`src/rtl/uart_pkg.sv`:
```
// Shared UART definitions: FSM state encodings, default frame geometry and
// parity-sense constants. Used by uart_rx now and by uart_tx once it gains
// parity support.
package uart_pkg;

  // Default frame geometry.
  localparam int UART_OVERSAMPLE_DEF = 16;
  localparam int UART_DATA_BITS_DEF  = 8;

  // Raw 3-bit state encodings, kept as plain localparams so that other
  // blocks and checkers can compare against them without the enum type.
  localparam logic [2:0] UART_ST_IDLE   = 3'd0;
  localparam logic [2:0] UART_ST_START  = 3'd1;
  localparam logic [2:0] UART_ST_DATA   = 3'd2;
  localparam logic [2:0] UART_ST_PARITY = 3'd3;
  localparam logic [2:0] UART_ST_STOP   = 3'd4;
  localparam logic [2:0] UART_ST_BREAK  = 3'd5;

  // Parity sense: even means the parity bit equals the XOR of the data bits.
  localparam bit UART_PARITY_EVEN = 1'b0;
  localparam bit UART_PARITY_ODD  = 1'b1;

  // Receiver state type built on the shared encodings.
  typedef enum logic [2:0] {
    ST_IDLE   = UART_ST_IDLE,
    ST_START  = UART_ST_START,
    ST_DATA   = UART_ST_DATA,
    ST_PARITY = UART_ST_PARITY,
    ST_STOP   = UART_ST_STOP,
    ST_BREAK  = UART_ST_BREAK
  } uart_rx_state_e;

endpackage

```
`src/rtl/uart_sync2.sv`:
```
// Two-flop synchroniser for a single asynchronous input. Both flops reset to
// RESET_VAL so that an idle-high line does not look like an edge coming out
// of reset.
module uart_sync2 #(
  parameter logic RESET_VAL = 1'b1
) (
  input  logic clk,
  input  logic rst,
  input  logic d,
  output logic q
);

  logic meta;

  // Capture the asynchronous input, then give it a full cycle to settle.
  always_ff @(posedge clk or posedge rst) begin
    if (rst) begin
      meta <= RESET_VAL;
      q    <= RESET_VAL;
    end else begin
      meta <= d;
      q    <= meta;
    end
  end

endmodule

```
`src/rtl/uart_rx.sv`:
```
// UART receiver: deserialises start / DATA_BITS data (LSB first) / [parity] /
// stop frames from an oversampled asynchronous line and hands each byte to a
// valid/ready consumer. Reports framing and overrun errors.
//
// Optional build macro UART_RX_PARITY_EN: adds a parity bit between the data
// and stop bits, the PARITY_ODD parameter and the parity_err output.
//
// Handshake: rx_valid rises when a byte is delivered and rx_data is frozen
// while rx_valid is high. A transfer happens on every clk edge where
// rx_valid && rx_ready; rx_valid then drops on the next clk unless a new byte
// is delivered on that very edge, in which case the new byte replaces the
// accepted one and rx_valid stays high. A byte completing while rx_valid is
// high and rx_ready is low is dropped and flagged by overrun_err.
module uart_rx
  import uart_pkg::*;
#(
  parameter int OVERSAMPLE = UART_OVERSAMPLE_DEF,
  parameter int DATA_BITS  = UART_DATA_BITS_DEF
`ifdef UART_RX_PARITY_EN
  ,
  parameter bit PARITY_ODD = UART_PARITY_EVEN
`endif
) (
  input  logic                 clk,
  input  logic                 rst,
  input  logic                 rx,
  input  logic                 sample_tick,
  input  logic                 rx_ready,
  output logic [DATA_BITS-1:0] rx_data,
  output logic                 rx_valid,
  output logic                 rx_busy,
  output logic                 frame_err,
  output logic                 overrun_err
`ifdef UART_RX_PARITY_EN
  ,
  output logic                 parity_err
`endif
);

  localparam int TW = $clog2(OVERSAMPLE);
  localparam int BW = (DATA_BITS > 1) ? $clog2(DATA_BITS) : 1;

  // Sample points inside a bit period. The start bit is checked half a bit
  // after the detected edge; from then on every bit is sampled one full
  // period later, which lands each sample in the middle of its bit.
  localparam logic [TW-1:0] TICK_MID  = TW'(OVERSAMPLE / 2 - 1);
  localparam logic [TW-1:0] TICK_LAST = TW'(OVERSAMPLE - 1);
  localparam logic [BW-1:0] BIT_LAST  = BW'(DATA_BITS - 1);

  logic                 rx_s;
  uart_rx_state_e       state, state_n;
  logic [TW-1:0]        tick_cnt, tick_n;
  logic [BW-1:0]        bit_cnt, bit_n;
  logic [DATA_BITS-1:0] shift_reg, shift_n;
  logic                 deliver;
  logic                 stop_bad;
`ifdef UART_RX_PARITY_EN
  logic                 par_bad, par_bad_n;
`endif

  uart_sync2 #(
    .RESET_VAL(1'b1)
  ) u_sync (
    .clk(clk),
    .rst(rst),
    .d  (rx),
    .q  (rx_s)
  );

  // FSM and datapath registers; they only move on sample_tick clocks.
  always_ff @(posedge clk or posedge rst) begin
    if (rst) begin
      state     <= ST_IDLE;
      tick_cnt  <= '0;
      bit_cnt   <= '0;
      shift_reg <= '0;
`ifdef UART_RX_PARITY_EN
      par_bad   <= 1'b0;
`endif
    end else begin
      state     <= state_n;
      tick_cnt  <= tick_n;
      bit_cnt   <= bit_n;
      shift_reg <= shift_n;
`ifdef UART_RX_PARITY_EN
      par_bad   <= par_bad_n;
`endif
    end
  end

  // Next-state logic; also raises the one-clk deliver / stop_bad strobes on
  // the tick that samples the stop bit.
  always_comb begin
    state_n   = state;
    tick_n    = tick_cnt;
    bit_n     = bit_cnt;
    shift_n   = shift_reg;
    deliver   = 1'b0;
    stop_bad  = 1'b0;
`ifdef UART_RX_PARITY_EN
    par_bad_n = par_bad;
`endif
    if (sample_tick) begin
      case (state)
        ST_IDLE: begin
          if (!rx_s) begin
            state_n = ST_START;
            tick_n  = '0;
          end
        end

        ST_START: begin
          if (tick_cnt == TICK_MID) begin
            tick_n = '0;
            if (rx_s) begin
              // Line went back high before mid-bit: a glitch, not a frame.
              state_n = ST_IDLE;
            end else begin
              state_n = ST_DATA;
              bit_n   = '0;
            end
          end else begin
            tick_n = tick_cnt + 1'b1;
          end
        end

        ST_DATA: begin
          if (tick_cnt == TICK_LAST) begin
            tick_n  = '0;
            shift_n = {rx_s, shift_reg[DATA_BITS-1:1]};
            if (bit_cnt == BIT_LAST) begin
`ifdef UART_RX_PARITY_EN
              state_n = ST_PARITY;
`else
              state_n = ST_STOP;
`endif
            end else begin
              bit_n = bit_cnt + 1'b1;
            end
          end else begin
            tick_n = tick_cnt + 1'b1;
          end
        end

`ifdef UART_RX_PARITY_EN
        ST_PARITY: begin
          if (tick_cnt == TICK_LAST) begin
            tick_n    = '0;
            par_bad_n = (rx_s != ((^shift_reg) ^ PARITY_ODD));
            state_n   = ST_STOP;
          end else begin
            tick_n = tick_cnt + 1'b1;
          end
        end
`endif

        ST_STOP: begin
          if (tick_cnt == TICK_LAST) begin
            tick_n = '0;
            if (rx_s) begin
              deliver = 1'b1;
              state_n = ST_IDLE;
            end else begin
              stop_bad = 1'b1;
              state_n  = ST_BREAK;
            end
          end else begin
            tick_n = tick_cnt + 1'b1;
          end
        end

        ST_BREAK: begin
          // Stay here while the line is held low so a break never turns
          // into a stream of bogus frames.
          if (rx_s) begin
            state_n = ST_IDLE;
          end
        end

        default: begin
          state_n = ST_IDLE;
          tick_n  = '0;
        end
      endcase
    end
  end

  // Busy covers every state that is in the middle of a frame.
  always_comb begin
    rx_busy = (state == ST_START) || (state == ST_DATA) ||
              (state == ST_PARITY) || (state == ST_STOP);
  end

  // Output handshake and error pulses, evaluated on every clk.
  always_ff @(posedge clk or posedge rst) begin
    if (rst) begin
      rx_data     <= '0;
      rx_valid    <= 1'b0;
      frame_err   <= 1'b0;
      overrun_err <= 1'b0;
`ifdef UART_RX_PARITY_EN
      parity_err  <= 1'b0;
`endif
    end else begin
      frame_err   <= stop_bad;
      overrun_err <= 1'b0;
      if (deliver) begin
        if (!rx_valid || rx_ready) begin
          rx_data    <= shift_reg;
          rx_valid   <= 1'b1;
`ifdef UART_RX_PARITY_EN
          parity_err <= par_bad;
`endif
        end else begin
          // Consumer still holds the previous byte: drop the new one.
          overrun_err <= 1'b1;
        end
      end else if (rx_valid && rx_ready) begin
        rx_valid   <= 1'b0;
`ifdef UART_RX_PARITY_EN
        parity_err <= 1'b0;
`endif
      end
    end
  end

endmodule
```
`config.mk`:
```
export PLATFORM = sky130hd
export DESIGN_NAME = uart_rx
export DESIGN_NICKNAME = d
export VERILOG_FILES = /design/src/rtl/uart_pkg.sv /design/src/rtl/uart_sync2.sv /design/src/rtl/uart_rx.sv
export SDC_FILE = /design/constraint.sdc
export NUM_CORES = 1
export LEC_CHECK = 0
export CORE_MARGIN = 4
export CORE_UTILIZATION = 57
export CTS_BUF_LIST = sky130_fd_sc_hd__clkbuf_8
export DETAILED_ROUTE_END_ITERATION = 10
export GPL_ROUTABILITY_DRIVEN = 0
export GPL_TIMING_DRIVEN = 1
export PLACE_DENSITY = 0.85
export SLEW_MARGIN = 40
export SYNTH_ARGS = -nofsm -noshare
export SYNTH_HDL_FRONTEND = slang
export SYNTH_SLANG_ARGS = --single-unit
```
`constraint.sdc`:
```
create_clock -name clk -period 2.3 [get_ports clk]
set_input_delay 0.23 -clock clk [delete_from_list [all_inputs] [get_ports clk]]
set_output_delay 0.23 -clock clk [all_outputs]
set_load 0.01 [all_outputs]
```
# [Yosys cells after proc, flatten, opt, wreduce, memory -nomap -nowiden]
# Cells that the tools add are included.
[op_classes] shifts=0 n_eq_ne=17 n_reduce_logical=16 mul=0 addsub=2 n_bitwise=1 order_cmp=0 div=0 mux=31
[op_table] operator="two-way mux 3 bit" n=11
[op_table] operator="case mux 4 bit (4 select lines)" n=1
[op_table] operator="case mux 3 bit (5 select lines)" n=1
[op_table] operator="!= test 2 bit, second input constant" n=7
[op_table] operator="two-way mux 1 bit" n=13
[op_table] operator="two-way mux 4 bit" n=3
[op_table] operator="== test 3 bit, second input constant" n=3
[op_table] operator="AND reduction 7 bit" n=1
[op_table] operator="== test 3 x 2 -> 1 bit, second input constant" n=2
[op_table] operator="case mux 3 bit (2 select lines)" n=1
[op_table] operator="AND reduction 3 bit" n=2
[op_table] operator="AND reduction 6 bit" n=1
[op_table] operator="adder 4 x 1 -> 4 bit, second input constant" n=1
[op_table] operator="== test 4 x 3 -> 1 bit, second input constant" n=1
[op_table] operator="== test 4 bit, second input constant" n=1
[op_table] operator="logical OR 1 bit" n=4
[op_table] operator="!= test 2 x 1 -> 1 bit, second input constant" n=2
[op_table] operator="AND reduction 2 bit" n=2
[op_table] operator="nonzero test 2 bit" n=2
[op_table] operator="adder 3 x 1 -> 3 bit, second input constant" n=1
[op_table] operator="== test 3 x 1 -> 1 bit, second input constant" n=1
[op_table] operator="logical NOT 3 bit" n=1
[op_table] operator="two-way mux 2 bit" n=1
[op_table] operator="OR reduction 2 bit" n=1
[op_table] operator="3 further kinds" n=3
[word_totals] latchBits=0 mem_count=0 rom_bits=0 elab_cells=77 mem_bits_rw=0 out_inout_bits=12 reg_bits=31

# [Depth between registers and ports, before layout]
# Gate-level depths: netlist (run 1).
[logic_depth] word_depth=6 ltp_mapped=5 mapped_depth_nobuf=5

# [Modules after synthesis]
# Synthesis (run 1) repeated with hierarchy kept, for this count alone.
[hier_totals] cells_unflattened=121 hier_area_um2=1476.4
[by_module_without_submodules] mod="uart_rx" seq_area_each_um2=725.7 cells_each=118 n_inst=1 area_per_inst_um2=1420.1
[by_module_without_submodules] mod="uart_sync2" seq_area_each_um2=52.6 cells_each=3 n_inst=1 area_per_inst_um2=56.3

# [Worst setup path before layout (run 1)]
# No wires, ideal clock.
[synth_path] kind="register to register" from="register tick_cnt[0]" to="register state[0]" arrival_time_ns=1.649 n_path_buf=0 slack_ns=0.526 path_stages_with_launch=6 path_cell_list="dfrtp_1 > ha_1 > and3_1 > or3_1 > o2111a_1 > mux2_4"
[synth_between] elab_chain_len=3
[synth_rtl] element="start: declaration" line="uart_rx.sv:52" rtl="logic [TW-1:0] tick_cnt, tick_n;"
[synth_rtl] element="start signal: assignment" line="uart_rx.sv:82" rtl="tick_cnt <= tick_n;"
[synth_rtl] element="== test 4 bit / == test 4 x 3 -> 1 bit (equally long branches)" line="uart_rx.sv:128, uart_rx.sv:158, uart_rx.sv:113"
[synth_rtl] element="!= test 2 bit (no line)"
[synth_rtl] element="AND reduction 7 bit (no line) (*)"
[synth_rtl] element="end signal: assignment" line="uart_rx.sv:81" rtl="state <= state_n;"
[synth_rtl] element="end: declaration" line="uart_rx.sv:51" rtl="uart_rx_state_e state, state_n;"
# Mark *: on every way between the ends. The rest lies on a longest branch, timed or not.
# A chain may end at the register's enable or synchronous reset.

# [Worst setup path in the final report (run 1)]
[layout_path] from="register state[1]" to="output port rx_busy"
[layout_between] elab_chain_len=4
[layout_rtl] element="== test 3 x 1 -> 1 bit / == test 3 x 2 -> 1 bit (equally long branches)" line="uart_rx.sv:190" rtl="rx_busy = (state == ST_START) || (state == ST_DATA) ||"
[layout_rtl] element="logical OR 1 bit (2 in series)" line="uart_rx.sv:190"
[layout_rtl] element="logical OR 1 bit (*)" line="uart_rx.sv:191" rtl="(state == ST_PARITY) || (state == ST_STOP);"
[layout_rtl] element="end: declaration" line="uart_rx.sv:31" rtl="output logic rx_busy,"
# Marks and branches as above.

==> out/qor_table.md, run 1 <==
| Item | This run | Unit |
| --- | --- | --- |
| Outcome | finished, final reports clean | - |
| CTS buffer count | 5 | - |
| Initial core utilization | 62.5 | % |
| Die outline height | 58.2 | um |
| Number of pins with negative max-slew slack in the final report | 0 | - |
| Worst Max-Slew Pin Slew | 0.704 | ns |
| Clk_skew | 0.00508 | ns |
| Min-Delay Endpoint | u_sync.meta | - |
| Clock group share of total power | 33.6 | % |
| Growth of design area from synthesis to finish | 21.8 | % |
| Combinational Power Share | 23.4 | % |
| Footprint of the flip-flops and latches | 778 | um^2 |
| Period utilization | 94.9 | % |
| Wire length of the first global-routing pass | 4.94 | mm |
| Final Critical Period | 2.18 | ns |
| Synthesized netlist cell count | 116 | - |
| Yosys warns | 0 | - |
| Type of the setup path with the least slack | reg -> out | - |
| Buffer levels on the longest clock path | 2 | - |
| HP Start | rx | - |
| Worst Setup Start Kind | flop | - |
| Initial DRC count | 39 | - |
| Depth of the CTS H-tree | 2 | - |
| Critical path required time | 2.07 | ns |
| Number of fill cells | 145 | - |
| Antenna viol nets, final | 0 | - |
| Fraction of layout cells with a size suffix above 1 | 23.7 | % |
| Min-delay worst type | in -> reg | - |
| HPWL reported at the end of detailed placement | 1.95 | mm |
| Count of antenna diodes in the layout | 0 | - |
| Hold_buf cts | 0 | - |
| Setup_tns | 0 | ns |
| Crit path capture type | primary output | - |
| Avg Cell Area, Syn | 12.4 | um^2 |
| Placeable core area | 2300 | um^2 |
| Post-synth ARST share | 100 | % |
| Via count | 1030 | - |
| Mapped Nets | 124 | - |
| Worst hold slack | 0.350 | ns |
| Die outline area | 3380 | um^2 |
| Number of top-level design ports | 17 | - |
| Number of maximum-capacitance constraint violations | 0 | - |
| DRT Pass-1 Iters | 5 | - |
| Endpoints failing hold | 0 | - |
| Worst setup slack for register-to-register paths | 0.35 | ns |
| Endpoint of the worst register-to-register path | shift_reg[0] | - |
| Count of flip-flops with a built-in enable after synthesis | 0 | - |
| Final-report setup violation count | 0 | - |
| Biggest fanout along the worst timing path | 13 | - |
| Number of storage elements in the synthesis netlist | 31 | - |
| Combined area of the multi-input logic cells | 631 | um^2 |
| Die width | 58.2 | um |
| Switching share of power | 30.5 | % |
| Share of synthesized area occupied by flip-flops and latches | 54.2 | % |
| Leakage power | 0.000850 | uW |
| Hold depth | 1 | - |
| Total cell area at the placement stage | 1630 | um^2 |
| Post-CTS setup buffers | 0 | - |
| Tightest slew margin relative to the limit | 53.0 | % |
| Main synth FF type | sky130_fd_sc_hd__dfrtp_1 | - |
| Clock network latency to the later pin of the worst-skew pair | 0.29 | ns |
| RSZ-0062 raised after global routing | false | - |
| Portion of total power attributed to sequential cells | 43.0 | % |
| Power density over the cells | 943 | nW/um^2 |
| Overall global routing resource usage | 19.9 | % |
| CTS root buf | sky130_fd_sc_hd__clkbuf_8 | - |
| Overflow left after global routing | 0 | - |
| Total length of routed wires | 2.93 | mm |
| Placement Rows | 17 | - |
| Internal Power | 1150 | uW |
| Worst IR Drop VDD | 0.847 | mV |
| Total of cells resized after clock tree synthesis | 0 | - |
| Total number of nets in the final design | 146 | - |
| Netlist area before placement | 1440 | um^2 |
| Clk pin slew, worst setup/hold paths | 0.06 | ns |
| Count of unique library cells instantiated by Yosys | 39 | - |
| Via-per-instance ratio | 6.17 | - |
| Final std cell area, no fill | 1750 | um^2 |
| Number of global-route vias before repair | 1007 | - |
| Max Clock Freq | 0.458 | GHz |
| Initial antenna violation count | 0 | - |
| Worst reg-to-reg path cell count | 3 | - |
| Arrival time at the worst endpoint | 1.95 | ns |
| PortBufs | 16 | - |
| Pin count of the biggest net entering global routing | 20 | - |
| DRC errors left | 0 | - |
| TritonCTS clock tree | built | - |
| Switching component of the power | 503 | uW |
| TritonCTS Sinks | 31 | - |
| Startpoint of the worst-slack reg-to-reg timing path | state[1] | - |
| WL per Instance | 17.5 | um |
## cell families (layout without fill, tap and decap cells)
logic type	count (synthesis)	after routing	share of synthesized area, %
AO/OA/AOI/OAI	16	16	8.37
XOR/XNOR	3	3	1.83
adder cells (fa/ha/maj)	3	3	2.62
buffers and inverters	6	29	1.83
flip-flops	31	31	54.2
multiplexers	21	21	17.0
AND/OR/NAND/NOR	36	36	14.1
## cells in the mapped netlist (2+ instances only)
cell type | number | area share, %
sky130_fd_sc_hd__ha_1 | 3 | 2.6
sky130_fd_sc_hd__xnor2_1 | 2 | 1.2
sky130_fd_sc_hd__nor2_1 | 7 | 1.8
sky130_fd_sc_hd__nand2_1 | 5 | 1.3
sky130_fd_sc_hd__dfrtp_1 | 29 | 51
sky130_fd_sc_hd__inv_1 | 3 | 0.78
sky130_fd_sc_hd__nand3_1 | 3 | 1.0
sky130_fd_sc_hd__o21ai_0 | 3 | 1.0
sky130_fd_sc_hd__nand2b_1 | 2 | 0.87
sky130_fd_sc_hd__and3_1 | 3 | 1.3
sky130_fd_sc_hd__mux2_4 | 2 | 2.1
sky130_fd_sc_hd__mux2_1 | 3 | 2.4
sky130_fd_sc_hd__or3b_1 | 2 | 1.2
sky130_fd_sc_hd__a31oi_1 | 2 | 0.87
sky130_fd_sc_hd__buf_2 | 3 | 1.0
sky130_fd_sc_hd__nor3_1 | 4 | 1.4
sky130_fd_sc_hd__a21oi_1 | 2 | 0.70
sky130_fd_sc_hd__mux2_2 | 16 | 13
sky130_fd_sc_hd__dfstp_2 | 2 | 3.7
## power by group through the flow
stage | registers [uW] | clock network, uW | logic [uW]
floorplan | 654 | 0 | 330
global placement | 706 | 0 | 360
detailed placement | 712 | 0 | 376
CTS | 708 | 563 | 385
global route | 720 | 591 | 435
finish | 710 | 554 | 385
## through the flow
| step | utilization, % | setup WS (ns) | instances | power, uW |
|---|---|---|---|---|
| 2_1_floorplan | - | 0.526 | 116 | 983 |
| 3_3_place_gp | 71.0 | 0.412 | 159 | 1070 |
| 5_1_grt | 76.1 | 0.0391 | 167 | 1750 |
| 3_5_place_dp | 71.0 | 0.386 | 159 | 1090 |
| 6_report | 76.1 | 0.116 | 167 | 1650 |
| 4_1_cts | 76.1 | 0.121 | 167 | 1660 |
## final cells by class
cell class | instances | share of cell area, %
flip-flops and latches | 31 | 44.5
clock buffers | 6 | 4.72
repair buffers | 18 | 10.0
inverters | 3 | 0.644
clock inverters | 2 | 2.00
multi-input cells | 79 | 36.1
well taps | 28 | 2.00
## worst max-delay path, stage by stage, from the launching register on
cell and delay (ns):
sky130_fd_sc_hd__dfrtp_1 0.53, sky130_fd_sc_hd__nor2_1 0.41, sky130_fd_sc_hd__xnor2_1 0.17, sky130_fd_sc_hd__clkdlybuf4s50_1 0.55
## layer usage
layer	global-route usage (%)	vias up	wire length (um)
met5	0	-	0
met4	7.95	0	58
met3	5.79	10	217
met2	31.3	45	1450
met1	25.9	509	1210
li1	-	466	-
## worst max path at each step
stage	start	end	slack [ns]
2_1_floorplan	tick_cnt[0]	state[0]	0.53
3_3_place_gp	state[2]	shift_reg[2]	0.41
3_5_place_dp	state[2]	shift_reg[0]	0.39
4_1_cts	state[0]	rx_busy	0.12
5_1_grt	state[1]	rx_busy	0.04
6_report	state[1]	rx_busy	0.12
## placed cells by master, fill, tap and decap left out, types with 3 or more instances in the layout
cell type	netlist	routed
sky130_fd_sc_hd__dfrtp_1	29	29
sky130_fd_sc_hd__mux2_2	16	16
sky130_fd_sc_hd__clkdlybuf4s50_1	0	16
sky130_fd_sc_hd__nor2_1	7	7
sky130_fd_sc_hd__clkbuf_8	0	6
sky130_fd_sc_hd__nand2_1	5	5
sky130_fd_sc_hd__nor3_1	4	4
sky130_fd_sc_hd__and3_1	3	3
sky130_fd_sc_hd__o21ai_0	3	3
sky130_fd_sc_hd__inv_1	3	3
sky130_fd_sc_hd__nand3_1	3	3
sky130_fd_sc_hd__mux2_1	3	3
sky130_fd_sc_hd__ha_1	3	3
No activity file was read; power rests on OpenSTA's default activity.
==> inputs of run 2 (changes only) <==
==> constraint.sdc (replaced) <==
create_clock -name clk -period 2.3 [get_ports clk]
set_input_delay 0.23 -clock clk [delete_from_list [all_inputs] [get_ports clk]]
set_output_delay 0.23 -clock clk [all_outputs]
set_load 0.005 [all_outputs]
==> results of run 2 <==
The final DEF is identical to that of run 1. Status: finished, final reports clean.
Among the figures that moved: setup slack after layout 0.116 ns -> 0.152 ns; total power 1650 uW -> 1640 uW; worst IR drop on VDD 0.847 mV -> 0.836 mV
==> inputs of run 3 (changes only) <==
REMOVE_ABC_BUFFERS = 1   (was not set)
SLEW_MARGIN = 20   (was 40)
==> out/qor_table.md, run 3 (synthesized netlist as in run 1, its figures left out) <==
| Item | This run | Unit |
| --- | --- | --- |
| Worst Setup Start Kind | flop | - |
| RSZ-0062 raised after global routing | false | - |
| Worst Max-Slew Pin Slew | 0.512 | ns |
| Die outline area | 3380 | um^2 |
| Power density over the cells | 855 | nW/um^2 |
| Via count | 969 | - |
| Number of pins with negative max-slew slack in the final report | 0 | - |
| Worst IR Drop VDD | 0.705 | mV |
| Number of top-level design ports | 17 | - |
| HPWL reported at the end of detailed placement | 1.90 | mm |
| Count of antenna diodes in the layout | 0 | - |
| Worst reg-to-reg path cell count | 5 | - |
| Initial core utilization | 62.5 | % |
| Crit path capture type | primary output | - |
| Clk_skew | 0.00976 | ns |
| Outcome | finished, final reports clean | - |
| Placement Rows | 17 | - |
| Via-per-instance ratio | 5.80 | - |
| Antenna viol nets, final | 0 | - |
| Overall global routing resource usage | 18.0 | % |
| Final Critical Period | 2.04 | ns |
| Leakage power | 0.000840 | uW |
| Number of global-route vias before repair | 991 | - |
| Most common library cell in the layout ignoring fill and taps | sky130_fd_sc_hd__dfrtp_1 | - |
| TritonCTS Sinks | 31 | - |
| Growth of design area from synthesis to finish | 19.3 | % |
| TritonCTS clock tree | built | - |
| Max Clock Freq | 0.490 | GHz |
| Type of the setup path with the least slack | reg -> out | - |
| Period utilization | 88.7 | % |
| Wire length of the first global-routing pass | 4.49 | mm |
| Endpoints failing hold | 0 | - |
| DRC errors left | 0 | - |
| Post-CTS setup buffers | 0 | - |
| Critical-path top delay cell | sky130_fd_sc_hd__dfrtp_1 | - |
| Power consumption | 1460 | uW |
| Number of fill cells | 174 | - |
| Fraction of layout cells with a size suffix above 1 | 22.3 | % |
| Final-report setup violation count | 0 | - |
| Arrival time at the worst endpoint | 1.81 | ns |
| CTS buffer count | 5 | - |
| Die width | 58.2 | um |
| Buffer levels on the longest clock path | 2 | - |
| Total length of routed wires | 2.57 | mm |
| PortBufs | 16 | - |
| Total number of nets in the final design | 146 | - |
| Total of cells resized after clock tree synthesis | 0 | - |
| Biggest fanout along the worst timing path | 14 | - |
| WL per Instance | 15.4 | um |
| Number of buffers and inverters on the critical path | 1 | - |
| Overflow left after global routing | 0 | - |
| Clock network latency to the later pin of the worst-skew pair | 0.28 | ns |
| Die outline height | 58.2 | um |
| Initial DRC count | 22 | - |
| Cell class contributing the biggest share of worst-path delay | flip-flops | - |
| Worst setup slack for register-to-register paths | 0.36 | ns |
| Most frequent cells in the layout | 29 x sky130_fd_sc_hd__dfrtp_1, 16 x sky130_fd_sc_hd__mux2_2, 16 x sky130_fd_sc_hd__clkdlybuf4s50_1 | - |
| Startpoint of the worst-slack reg-to-reg timing path | tick_cnt[0] | - |
| Hold_buf cts | 0 | - |
| Initial antenna violation count | 0 | - |
| Setup_tns | 0 | ns |
| CTS root buf | sky130_fd_sc_hd__clkbuf_8 | - |
| Clk pin slew, worst setup/hold paths | 0.07 | ns |
| Tightest slew margin relative to the limit | 65.4 | % |
| DRT Pass-1 Iters | 4 | - |
| Pin count of the biggest net entering global routing | 25 | - |
| Critical path required time | 2.07 | ns |
| CP peak stage delay | 0.52 | ns |
| Depth of the CTS H-tree | 2 | - |
| Endpoint of the worst register-to-register path | state[1] | - |
| Placeable core area | 2300 | um^2 |
| Min-delay worst type | in -> async | - |
| Critical path, cell by cell | nor2_1 -> xnor2_1 -> clkdlybuf4s50_1 | - |
| Number of maximum-capacitance constraint violations | 0 | - |
## run 3: how the worst max path moves through the flow
stage | to | startpoint | cells past startpoint | slack, ns
3_5_place_dp | rx_data[0] | sample_tick | 5 | 0.38
2_1_floorplan | state[0] | tick_cnt[0] | 5 | 0.53
6_report | rx_busy | state[0] | 3 | 0.26
3_3_place_gp | rx_data[5] | sample_tick | 5 | 0.40
5_1_grt | rx_busy | state[0] | 3 | 0.19
4_1_cts | rx_busy | state[0] | 3 | 0.26
## run 3: stage by stage
stage | util, % | hold WS, ns | setup slack [ns] | cells | area, um^2
after floorplan | - | 0.234 | 0.526 | 113 | 1420
after global placement | 71.0 | 0.348 | 0.399 | 159 | 1630
after detailed placement | 71.0 | 0.353 | 0.381 | 159 | 1630
after CTS | 74.5 | 0.209 | 0.259 | 167 | 1710
after global routing | 74.5 | 0.227 | 0.188 | 167 | 1710
final | 74.5 | 0.205 | 0.260 | 167 | 1710
## run 3: layout make-up
type	count	area, um^2	share of cell area, %
sequential	31	778	45.5
multi-input combinational	79	631	36.8
timing repair buffer	18	175	10.2
clock buffer	5	68.8	4.02
tap	28	35.0	2.05
clock inverter	3	12.5	0.731
inverter	3	11.3	0.658
## run 3: routing by layer
metal  share of wire (%)  vias up  track usage (%)
met5                   0        -                0
met4                 3.2        0             9.27
met3                 5.7       12             5.57
met2                  45       36             26.9
met1                  46      454             23.5
li1                    -      467                -
## run 3: power breakdown
part | switching, uW | internal (uW)
sequential | 85.8 | 601
clock | 185 | 203
combinational | 190 | 198
## run 3: worst register-to-register path, cell delays in order (launching register included)
cell and delay [ns]:
sky130_fd_sc_hd__dfrtp_1 0.41, sky130_fd_sc_hd__ha_1 0.27, sky130_fd_sc_hd__and3_1 0.22, sky130_fd_sc_hd__or3_1 0.39, sky130_fd_sc_hd__o2111a_1 0.21, sky130_fd_sc_hd__mux2_4 0.31
